[src/rtl/alu_defs.sv]
// Shared ALU definitions used by the shifter and its issue queue.
// Provides default widths, the shifter op encodings and the request bundle layout.
package alu_defs;

  localparam int unsigned WIDTH       = 32;
  localparam int unsigned SHIFT_WIDTH = 5;
  localparam int unsigned OPS         = 2;

  // Shifter op encodings.
  localparam logic [OPS-1:0] LEFT_SHIFTA  = 2'd0;
  localparam logic [OPS-1:0] LEFT_SHIFTL  = 2'd1;
  localparam logic [OPS-1:0] RIGHT_SHIFTA = 2'd2;
  localparam logic [OPS-1:0] RIGHT_SHIFTL = 2'd3;

  // One queued shift request, packed as {data, shift, op}.
  typedef struct packed {
    logic [WIDTH-1:0]       data;
    logic [SHIFT_WIDTH-1:0] shift;
    logic [OPS-1:0]         op;
  } sh_req_t;

  localparam int unsigned REQ_WIDTH = WIDTH + SHIFT_WIDTH + OPS;

endpackage

[src/rtl/sync_fifo.sv]
// Synchronous circular-buffer FIFO with asynchronous active-high reset.
// Storage is cleared on reset so the head reads 0 while empty after reset.
// Ports:
//   clk, rst        clock (rising edge), asynchronous active-high reset
//   push, wdata     write strobe and entry; ignored when full
//   pop             read strobe; ignored when empty
//   rdata           current head entry (stale contents when empty)
//   count           number of stored entries, 0..DEPTH
//   full, empty     occupancy flags
module sync_fifo #(
  parameter int unsigned WIDTH = 8,
  parameter int unsigned DEPTH = 4
) (
  input  logic                     clk,
  input  logic                     rst,
  input  logic                     push,
  input  logic [WIDTH-1:0]         wdata,
  input  logic                     pop,
  output logic [WIDTH-1:0]         rdata,
  output logic [$clog2(DEPTH):0]   count,
  output logic                     full,
  output logic                     empty
);

  localparam int unsigned PtrW = $clog2(DEPTH);
  localparam int unsigned CntW = PtrW + 1;
  localparam logic [CntW-1:0] FullCount = CntW'(DEPTH);

  logic [WIDTH-1:0] mem_q [DEPTH];
  logic [PtrW-1:0]  rd_ptr_q, wr_ptr_q;
  logic [CntW-1:0]  count_q;
  logic             do_push, do_pop;

  assign full    = (count_q == FullCount);
  assign empty   = (count_q == '0);
  assign do_push = push && !full;
  assign do_pop  = pop && !empty;
  assign rdata   = mem_q[rd_ptr_q];
  assign count   = count_q;

  always_ff @(posedge clk or posedge rst) begin
    if (rst) begin
      for (int i = 0; i < int'(DEPTH); i++) begin
        mem_q[i] <= '0;
      end
      rd_ptr_q <= '0;
      wr_ptr_q <= '0;
      count_q  <= '0;
    end else begin
      if (do_push) begin
        mem_q[wr_ptr_q] <= wdata;
        wr_ptr_q        <= wr_ptr_q + 1'b1;
      end
      if (do_pop) begin
        rd_ptr_q <= rd_ptr_q + 1'b1;
      end
      // Simultaneous push and pop leaves the count unchanged.
      if (do_push && !do_pop) begin
        count_q <= count_q + 1'b1;
      end else if (do_pop && !do_push) begin
        count_q <= count_q - 1'b1;
      end
    end
  end

endmodule

[src/rtl/shift_issue_queue.sv]
// Request-buffering front end for the combinational shifter.
// Requests are queued in a FIFO; the head drives the external shifter and its result
// is captured, with the op and an overflow flag, into a valid/ready output register.
// Optional feature: define SHIFT_OVF_EN to build the arithmetic-left overflow flag;
// otherwise out_ovf is tied to 0.
// Ports:
//   clk, rst                       clock (rising edge), asynchronous active-high reset
//   in_valid/in_ready              request handshake
//   in_data/in_shift/in_op         request operand, shift amount, op
//   sh_data/sh_shift/sh_op         FIFO head to the shifter inputs
//   sh_result                      shifter result
//   out_valid/out_ready            result handshake
//   out_result/out_op/out_ovf      registered result, its op, overflow flag
module shift_issue_queue #(
  parameter int unsigned WIDTH       = alu_defs::WIDTH,
  parameter int unsigned SHIFT_WIDTH = alu_defs::SHIFT_WIDTH,
  parameter int unsigned OPS         = alu_defs::OPS,
  parameter int unsigned DEPTH       = 4
) (
  input  logic                   clk,
  input  logic                   rst,
  input  logic                   in_valid,
  output logic                   in_ready,
  input  logic [WIDTH-1:0]       in_data,
  input  logic [SHIFT_WIDTH-1:0] in_shift,
  input  logic [OPS-1:0]         in_op,
  output logic [WIDTH-1:0]       sh_data,
  output logic [SHIFT_WIDTH-1:0] sh_shift,
  output logic [OPS-1:0]         sh_op,
  input  logic [WIDTH-1:0]       sh_result,
  output logic                   out_valid,
  input  logic                   out_ready,
  output logic [WIDTH-1:0]       out_result,
  output logic [OPS-1:0]         out_op,
  output logic                   out_ovf
);

  import alu_defs::*;

  localparam int unsigned ReqW = WIDTH + SHIFT_WIDTH + OPS;

  logic [ReqW-1:0]          head;
  logic [$clog2(DEPTH):0]   fifo_count;
  logic                     fifo_full, fifo_empty;
  logic                     push, capture;
  logic                     head_ovf;

  logic                     out_valid_q;
  logic [WIDTH-1:0]         out_result_q;
  logic [OPS-1:0]           out_op_q;
  logic                     out_ovf_q;

  assign in_ready = !fifo_full;
  assign push     = in_valid && in_ready;
  // Refill the output register whenever it is empty or being drained this cycle.
  assign capture  = !fifo_empty && (!out_valid_q || out_ready);

  sync_fifo #(
    .WIDTH (ReqW),
    .DEPTH (DEPTH)
  ) u_fifo (
    .clk   (clk),
    .rst   (rst),
    .push  (push),
    .wdata ({in_data, in_shift, in_op}),
    .pop   (capture),
    .rdata (head),
    .count (fifo_count),
    .full  (fifo_full),
    .empty (fifo_empty)
  );

  assign {sh_data, sh_shift, sh_op} = head;

`ifdef SHIFT_OVF_EN
  // Overflow when any of the top shift+1 bits differs from the sign bit.
  always_comb begin
    head_ovf = 1'b0;
    if (sh_op == OPS'(LEFT_SHIFTA) && sh_shift != '0) begin
      for (int i = 0; i < int'(WIDTH); i++) begin
        if ((i + int'(sh_shift) >= int'(WIDTH) - 1) && (sh_data[i] != sh_data[WIDTH-1])) begin
          head_ovf = 1'b1;
        end
      end
    end
  end
`else
  assign head_ovf = 1'b0;
`endif

  always_ff @(posedge clk or posedge rst) begin
    if (rst) begin
      out_valid_q  <= 1'b0;
      out_result_q <= '0;
      out_op_q     <= '0;
      out_ovf_q    <= 1'b0;
    end else if (capture) begin
      out_valid_q  <= 1'b1;
      out_result_q <= sh_result;
      out_op_q     <= sh_op;
      out_ovf_q    <= head_ovf;
    end else if (out_valid_q && out_ready) begin
      out_valid_q  <= 1'b0;
    end
  end

  assign out_valid  = out_valid_q;
  assign out_result = out_result_q;
  assign out_op     = out_op_q;
  assign out_ovf    = out_ovf_q;

  // fifo_count is kept for observability; occupancy decisions use full/empty.
  logic unused_count;
  assign unused_count = ^fifo_count;

endmodule

[config.mk]
export PLATFORM = sky130hd
export DESIGN_NAME = shift_issue_queue
export DESIGN_NICKNAME = d
export VERILOG_FILES = /design/src/rtl/alu_defs.sv /design/src/rtl/sync_fifo.sv /design/src/rtl/shift_issue_queue.sv
export SDC_FILE = /design/constraint.sdc
export NUM_CORES = 1
export LEC_CHECK = 0
export ABC_AREA = 1
export CORE_MARGIN = 5
export CORE_UTILIZATION = 58
export DETAILED_ROUTE_END_ITERATION = 10
export GPL_TIMING_DRIVEN = 0
export PLACE_DENSITY = 0.85
export SYNTH_ARGS = -nofsm -noshare
export SYNTH_HDL_FRONTEND = slang
export SYNTH_HIERARCHICAL = 1
export SYNTH_SLANG_ARGS = --single-unit
[constraint.sdc]
create_clock -name clk -period 9.4 [get_ports clk]
set_input_delay 0.94 -clock clk [delete_from_list [all_inputs] [get_ports clk]]
set_output_delay 0.94 -clock clk [all_outputs]
set_load 0.01 [all_outputs]
# After elaboration in Yosys (flattened, before gate mapping)
# Index checks and enable logic that the tools add are counted.
# W data, S select, Z words.
[totals]
ff_bits = 198
input_bits = 75
output_inout_bits = 76
wordCells = 47
[op_classes]
add_sub_neg = 4
n_lt_le_gt_ge = 3
n_eq_ne = 1
n_mux = 10
n_bitwise = 2
n_reduce_logical = 17
[op_table]
columns = ["op", "n"]
rows = [
  ["$bwmux W156", 1],
  ["$mux W39", 3],
  ["$bmux W39 S2", 1],
  ["$demux W39 S2", 1],
  ["$logic_and A1 B1 Y1", 8],
  ["$ge A3 B3 Y1 const B", 2],
  ["$mux W3", 2],
  ["$not A2 Y3", 2],
  ["$logic_not A1 Y1", 5],
  ["$add A2 B1 Y2 const B", 2],
  ["$reduce_bool A2 Y1", 2],
  ["$add A3 B1 Y3 const B", 1],
  ["$eq A3 B3 Y1 const B", 1],
  ["$logic_not A3 Y1", 1],
  ["$lt A3 B1 Y1 const B", 1],
  ["$sub A3 B1 Y3 const B", 1],
  ["$mux W1", 2],
  ["$logic_or A1 B1 Y1", 1],
]

# Depth between registers and ports, before layout
[depth]
word_depth = 8
depth_mapped = 18
ltp_nobuf = 15

# Modules after synthesis
# The synthesis kept the hierarchy.
[modules_own_cells]
columns = ["mod", "n_inst", "cells_per_inst", "area_each_um2", "seq_area_each_um2"]
rows = [
  ["sync_fifo", 1, 1009, 8045.2, 4078.9],
  ["shift_issue_queue", 1, 158, 1486.4, 875.8],
]

# Worst setup path before layout
# Ideal clock, no wire load.
[synth_timing]
path_type = "input port to flip-flop"
from = "input port in_valid"
to = "register u_fifo.count_q[2], in the netlist u_fifo/count[2]"
setup_time_ns = 0.117
t_arrival_ns = 2.347
required_ns = 9.283
slack_ns = 6.937
cell_stages = 13
path_buffers = 2
cell_sequence = "inv_1 > nor2_1 > buf_4 > buf_2 > nand2_1 > inv_1 > ha_1 > inv_1 > fa_1 > nand2_1 > nand3_1 > nand2_1 > nand2_1"
[synth_via]
elab_chain_len = 5
word_cells_on_any_way = 7
cone_classes = "1 x mux; 6 x reduce/logical"
[synth_lines]
columns = ["element", "line_no", "source"]
rows = [
  ["start, declared", "shift_issue_queue.sv:22", "input logic in_valid,"],
  ["$logic_and A1 B1 Y1 (*)", "shift_issue_queue.sv:54", "assign push = in_valid && in_ready;"],
  ["via push", "shift_issue_queue.sv:45", "logic push, capture;"],
  ["$logic_and A1 B1 Y1 (*)", "sync_fifo.sv:36", "assign do_push = push && !full;"],
  ["via u_fifo.do_push", "sync_fifo.sv:32", "logic do_push, do_pop;"],
  ["$logic_not A1 Y1", "sync_fifo.sv:60", "end else if (do_pop && !do_push) begin"],
  ["$logic_and A1 B1 Y1", "sync_fifo.sv:60", ""],
  ["$reduce_bool A2 Y1 (no line)", "--", ""],
  ["end signal, assigned", "sync_fifo.sv:59", "count_q <= count_q + 1'b1;"],
  ["end signal, assigned", "sync_fifo.sv:61", "count_q <= count_q - 1'b1;"],
  ["end, declared", "sync_fifo.sv:31", "logic [CntW-1:0] count_q;"],
]
# Mark *: on every way through the listed nets, which the timed path passes. The rest lies on a longest branch.
# A chain may end at the register's enable or synchronous reset.

# Worst setup path in the final report
[layout_timing]
from = "register u_fifo.rd_ptr_q[0]"
to = "output port sh_op[1]"
[layout_via]
elab_chain_len = 4
[layout_lines]
columns = ["element", "line_no", "source"]
rows = [
  ["start, declared", "sync_fifo.sv:30", "logic [PtrW-1:0] rd_ptr_q, wr_ptr_q;"],
  ["start signal, assigned", "sync_fifo.sv:55", "rd_ptr_q <= rd_ptr_q + 1'b1;"],
  ["$not A2 Y3 (implied by the code)", "sync_fifo.sv:38", "assign rdata = mem_q[rd_ptr_q];"],
  ["$bmux W39 S2", "sync_fifo.sv:38", ""],
  ["$mux W39 (implied by the code) (2 in a row)", "sync_fifo.sv:38", ""],
  ["end, declared", "shift_issue_queue.sv:29", "output logic [OPS-1:0] sh_op,"],
]
# No other way between the ends. The select of a mux whose other input is x is not followed.

==> flow_summary_export.csv <==
group,metric,value,unit
synthesis,syn_area_per_cell,8.17,sq um
sta,hold_viol_final,0,
synthesis,async_reset_ff_share,100,%
power_and_ir_drop,power_frac_comb,50.5,%
layout,layoutNonFillerInstCount,1565,
power_and_ir_drop,power_switching,0.00190,W
route,drt_iter0_markers,1052,
route,wl_per_cell,18.5,um
sta,skew,0.00711,ns
clocking,cts_hold_buffers,0,
clocking,ctsResizeCount,0,
sta,fin_hold_ws,0.469,ns
hold_path,hold_path_class,"reg2reg",
power_and_ir_drop,clkPwrFrac,16.9,%
worst_setup_path,cp_max_fo,10,
layout,antenna_cells,0,
route,drc_errors,0,
grt,track_usage,29.8,%
sta,fin_ws,5.68,ns
grt,antenna_found_initial,0,
worst_setup_path,path_class,"reg2out",
placed_design,dp_hpwl,19400,um
layout,syn2layout_area_growth,25.2,%
route,vias,9349,
sta,slew_headroom,50.4,%
sta,setup_viol,0,
die,dieWidth,138,um
grt,grt_pass1_vias,9030,
route,finalWirelength,29000,um
power_and_ir_drop,seq_power_share,32.6,%
clocking,cts_max_level,4,
placed_design,place_inst,1533,
power_and_ir_drop,leakagePower,5.89,nW
clocking,cts_tree,"yes",
synthesis,syn_area,9530,sq um
clocking,cts-root-buf,"clkbuf_16",
layout,drive_above_1_share,9.34,%
clocking,clockBufferDepth,2,
layout,fill_cells,1224,
sta,fmax,269,MHz
synthesis,synth_cell_types,27,
route,drt_first_pass_iters,6,
route,routed_via_density,5.97,
synthesis,synthTopCellsByCount,"nand2_1, dfrtp_1, nand4_1",
worst_setup_path,r2r_cells,17,
die,rows,46,
hold_path,hold_end,"u_fifo/mem_q[99]$_DFFE_PP0P_",
job,drv_cap,0,
hold_path,hp-start,"u_fifo/mem_q[99]$_DFFE_PP0P_",
worst_setup_path,r2r-start,"u_fifo/count[0]$_DFFE_PP0P_",
hold_path,hold_depth,2,
route,ant_nets,0,
synthesis,syn-num-nets,1248,
clocking,cts-buffers-inserted,17,
layout,layout.nets,1417,
sta,final_max_slew_viol_count,0,
clocking,post_cts_buffers,0,
clocking,path_clk_slew,0.07,ns
sta,final.min_clock_period,3.72,ns
clocking,clock_sinks,198,
synthesis,netlist_top_cells_area,"dfrtp_1, nand2_1, nand4_1, o21ai_0, nor2_1",
die,fp.dieArea,19100,sq um
layout,multi_input_area,3920,sq um
synthesis,postSynthCellCount,1167,
status,outcome,"complete, no violations",
worst_setup_path,timing.rr.end,"u_fifo/count[2]$_DFFE_PP0P_",
power_and_ir_drop,peakVddDrop,193,uV
layout,regArea,4950,sq um
sta,period_share,39.6,%
die,die_h,138,um
synthesis,ys_ff_latch,198,
clocking,clkLatencyLatePin,0.44,ns
worst_setup_path,crit_arrival,2.78,ns
worst_setup_path,start_kind,"flop",
placed_design,port_buffers,149,
grt,overflow,0,
synthesis,synth_ff_type,"dfrtp_1",
worst_setup_path,required,8.46,ns
die,pin_count,151,
grt,grt_pass1_wl,46500,um
power_and_ir_drop,p_int,0.00258,W
sta,rsz0062_at_grt,"no",
synthesis,yosys.area.top_type,"dfrtp_1",
synthesis,synth_top_area_share,52.0,%
synthesis,synth.most_common_cell,"nand2_1",
die,core_area,16000,sq um
placed_design,dp_slack,6.17,ns
power_and_ir_drop,swShare,42.4,%
synthesis,synth_warnings,6,
synthesis,synth_edf_count,0,
placed_design,gp_congestion,0.880,
worst_setup_path,crit_path_end_kind,"primary output",
sta,tightest_slew,0.743,ns
power_and_ir_drop,p_total,0.00447,W
grt,grt_start_max_net_pins,133,
power_and_ir_drop,power_density,375,nW/um^2
synthesis,ys_seq_area_share,52.0,%
worst_setup_path,rrSetupSlack,6.36,ns
sta,tns,0,ns
die,initial_core_util,59.6,%
==> final cells by class <==
class	count	share of cell area, %
buffer	102	4.92
clock buffer	20	3.91
clock inverter	12	1.18
inverter	18	0.650
multi-input combinational	849	32.8
sequential	198	41.5
tap	216	2.26
timing repair buffer	150	12.7
==> cell families (layout without fill, tap and decap cells) <==
group | after synthesis | after routing | share of synthesized area, %
simple gates | 724 | 724 | 34.0
flops | 198 | 198 | 52.0
xor+xnor | 1 | 1 | 0.0919
fa+ha+maj | 6 | 6 | 0.866
compound gates | 117 | 117 | 6.14
other cells | 1 | 1 | 0.0393
buf+inv | 120 | 302 | 6.89
==> critical path, cell delays in order, from the launching register on <==
cell	delay, ns
dfrtp_1	0.37
buf_2	0.20
inv_2	0.18
clkbuf_1	0.44
o21ai_0	0.13
o21ai_0	0.39
clkdlybuf4s50_1	0.63
==> metal layers <==
metal	up-vias	part of all wire [%]	track usage (%)
met3	91	9.4	6.10
met5	-	0	0
met4	0	3.0	11.2
met1	4445	40	39.8
li1	4241	-	-
met2	572	48	48.4
==> flip-flops by register name, indices dropped and copies added (netlist names) <==
name	cells
u_fifo/mem_q	156
out_op	2
u_fifo/count	3
out_valid	1
u_fifo/rd_ptr_q	2
out_result	32
u_fifo/wr_ptr_q	2
==> cell usage in the layout, fill, tap and decap left out, types with 2 or more instances in the layout <==
master             n
clkbuf_16         17
clkbuf_1          26
nand2_4            2
inv_6              4
buf_4             24
clkdlybuf4s50_1  149
ha_1               5
nand4_1          157
nand3_1           38
o21ai_1            3
nand2_1          394
dfrtp_1          198
clkinvlp_4         5
bufinv_16          2
nand2_2            9
nand3_2            4
clkbuf_8           3
inv_2              3
o21ai_0          114
buf_2             38
buf_6              6
buf_1              5
nor2_1           118
inv_1             13
==> how the worst max path moves through the flow <==
stage | start | end | slack, ns | cells after the start
after floorplan | rst | u_fifo/count[0]$_DFFE_PP0P_ | 4.06 | 1
after global placement | rst | u_fifo/mem_q[91]$_DFFE_PP0P_ | 1.83 | 2
after detailed placement | in_valid | u_fifo/count[2]$_DFFE_PP0P_ | 6.17 | 14
after CTS | u_fifo/rd_ptr_q[0]$_DFFE_PP0P_ | sh_op[1] | 5.74 | 6
after global routing | u_fifo/rd_ptr_q[0]$_DFFE_PP0P_ | sh_op[1] | 5.59 | 6
final | u_fifo/rd_ptr_q[0]$_DFFE_PP0P_ | sh_op[1] | 5.68 | 6
==> stage by stage <==
step,area (sq um),util [%]
finish,11900,74.6
global route,11900,74.6
CTS,11900,74.6
detailed placement,11300,70.8
global placement,11300,70.6
floorplan,9530,-
==> power by group through the flow <==
| stage | Sequential [W] | Combinational (W) | Clock (W) |
|---|---|---|---|
| final | 0.00146 | 0.00226 | 0.000754 |
| after CTS | 0.00145 | 0.00223 | 0.000756 |
| after floorplan | 0.00146 | 0.00126 | 0 |
| after detailed placement | 0.00146 | 0.00221 | 0 |
| after global placement | 0.00144 | 0.00215 | 0 |
| after global routing | 0.00150 | 0.00247 | 0.000790 |
No activity file was read; power rests on OpenSTA's default activity.
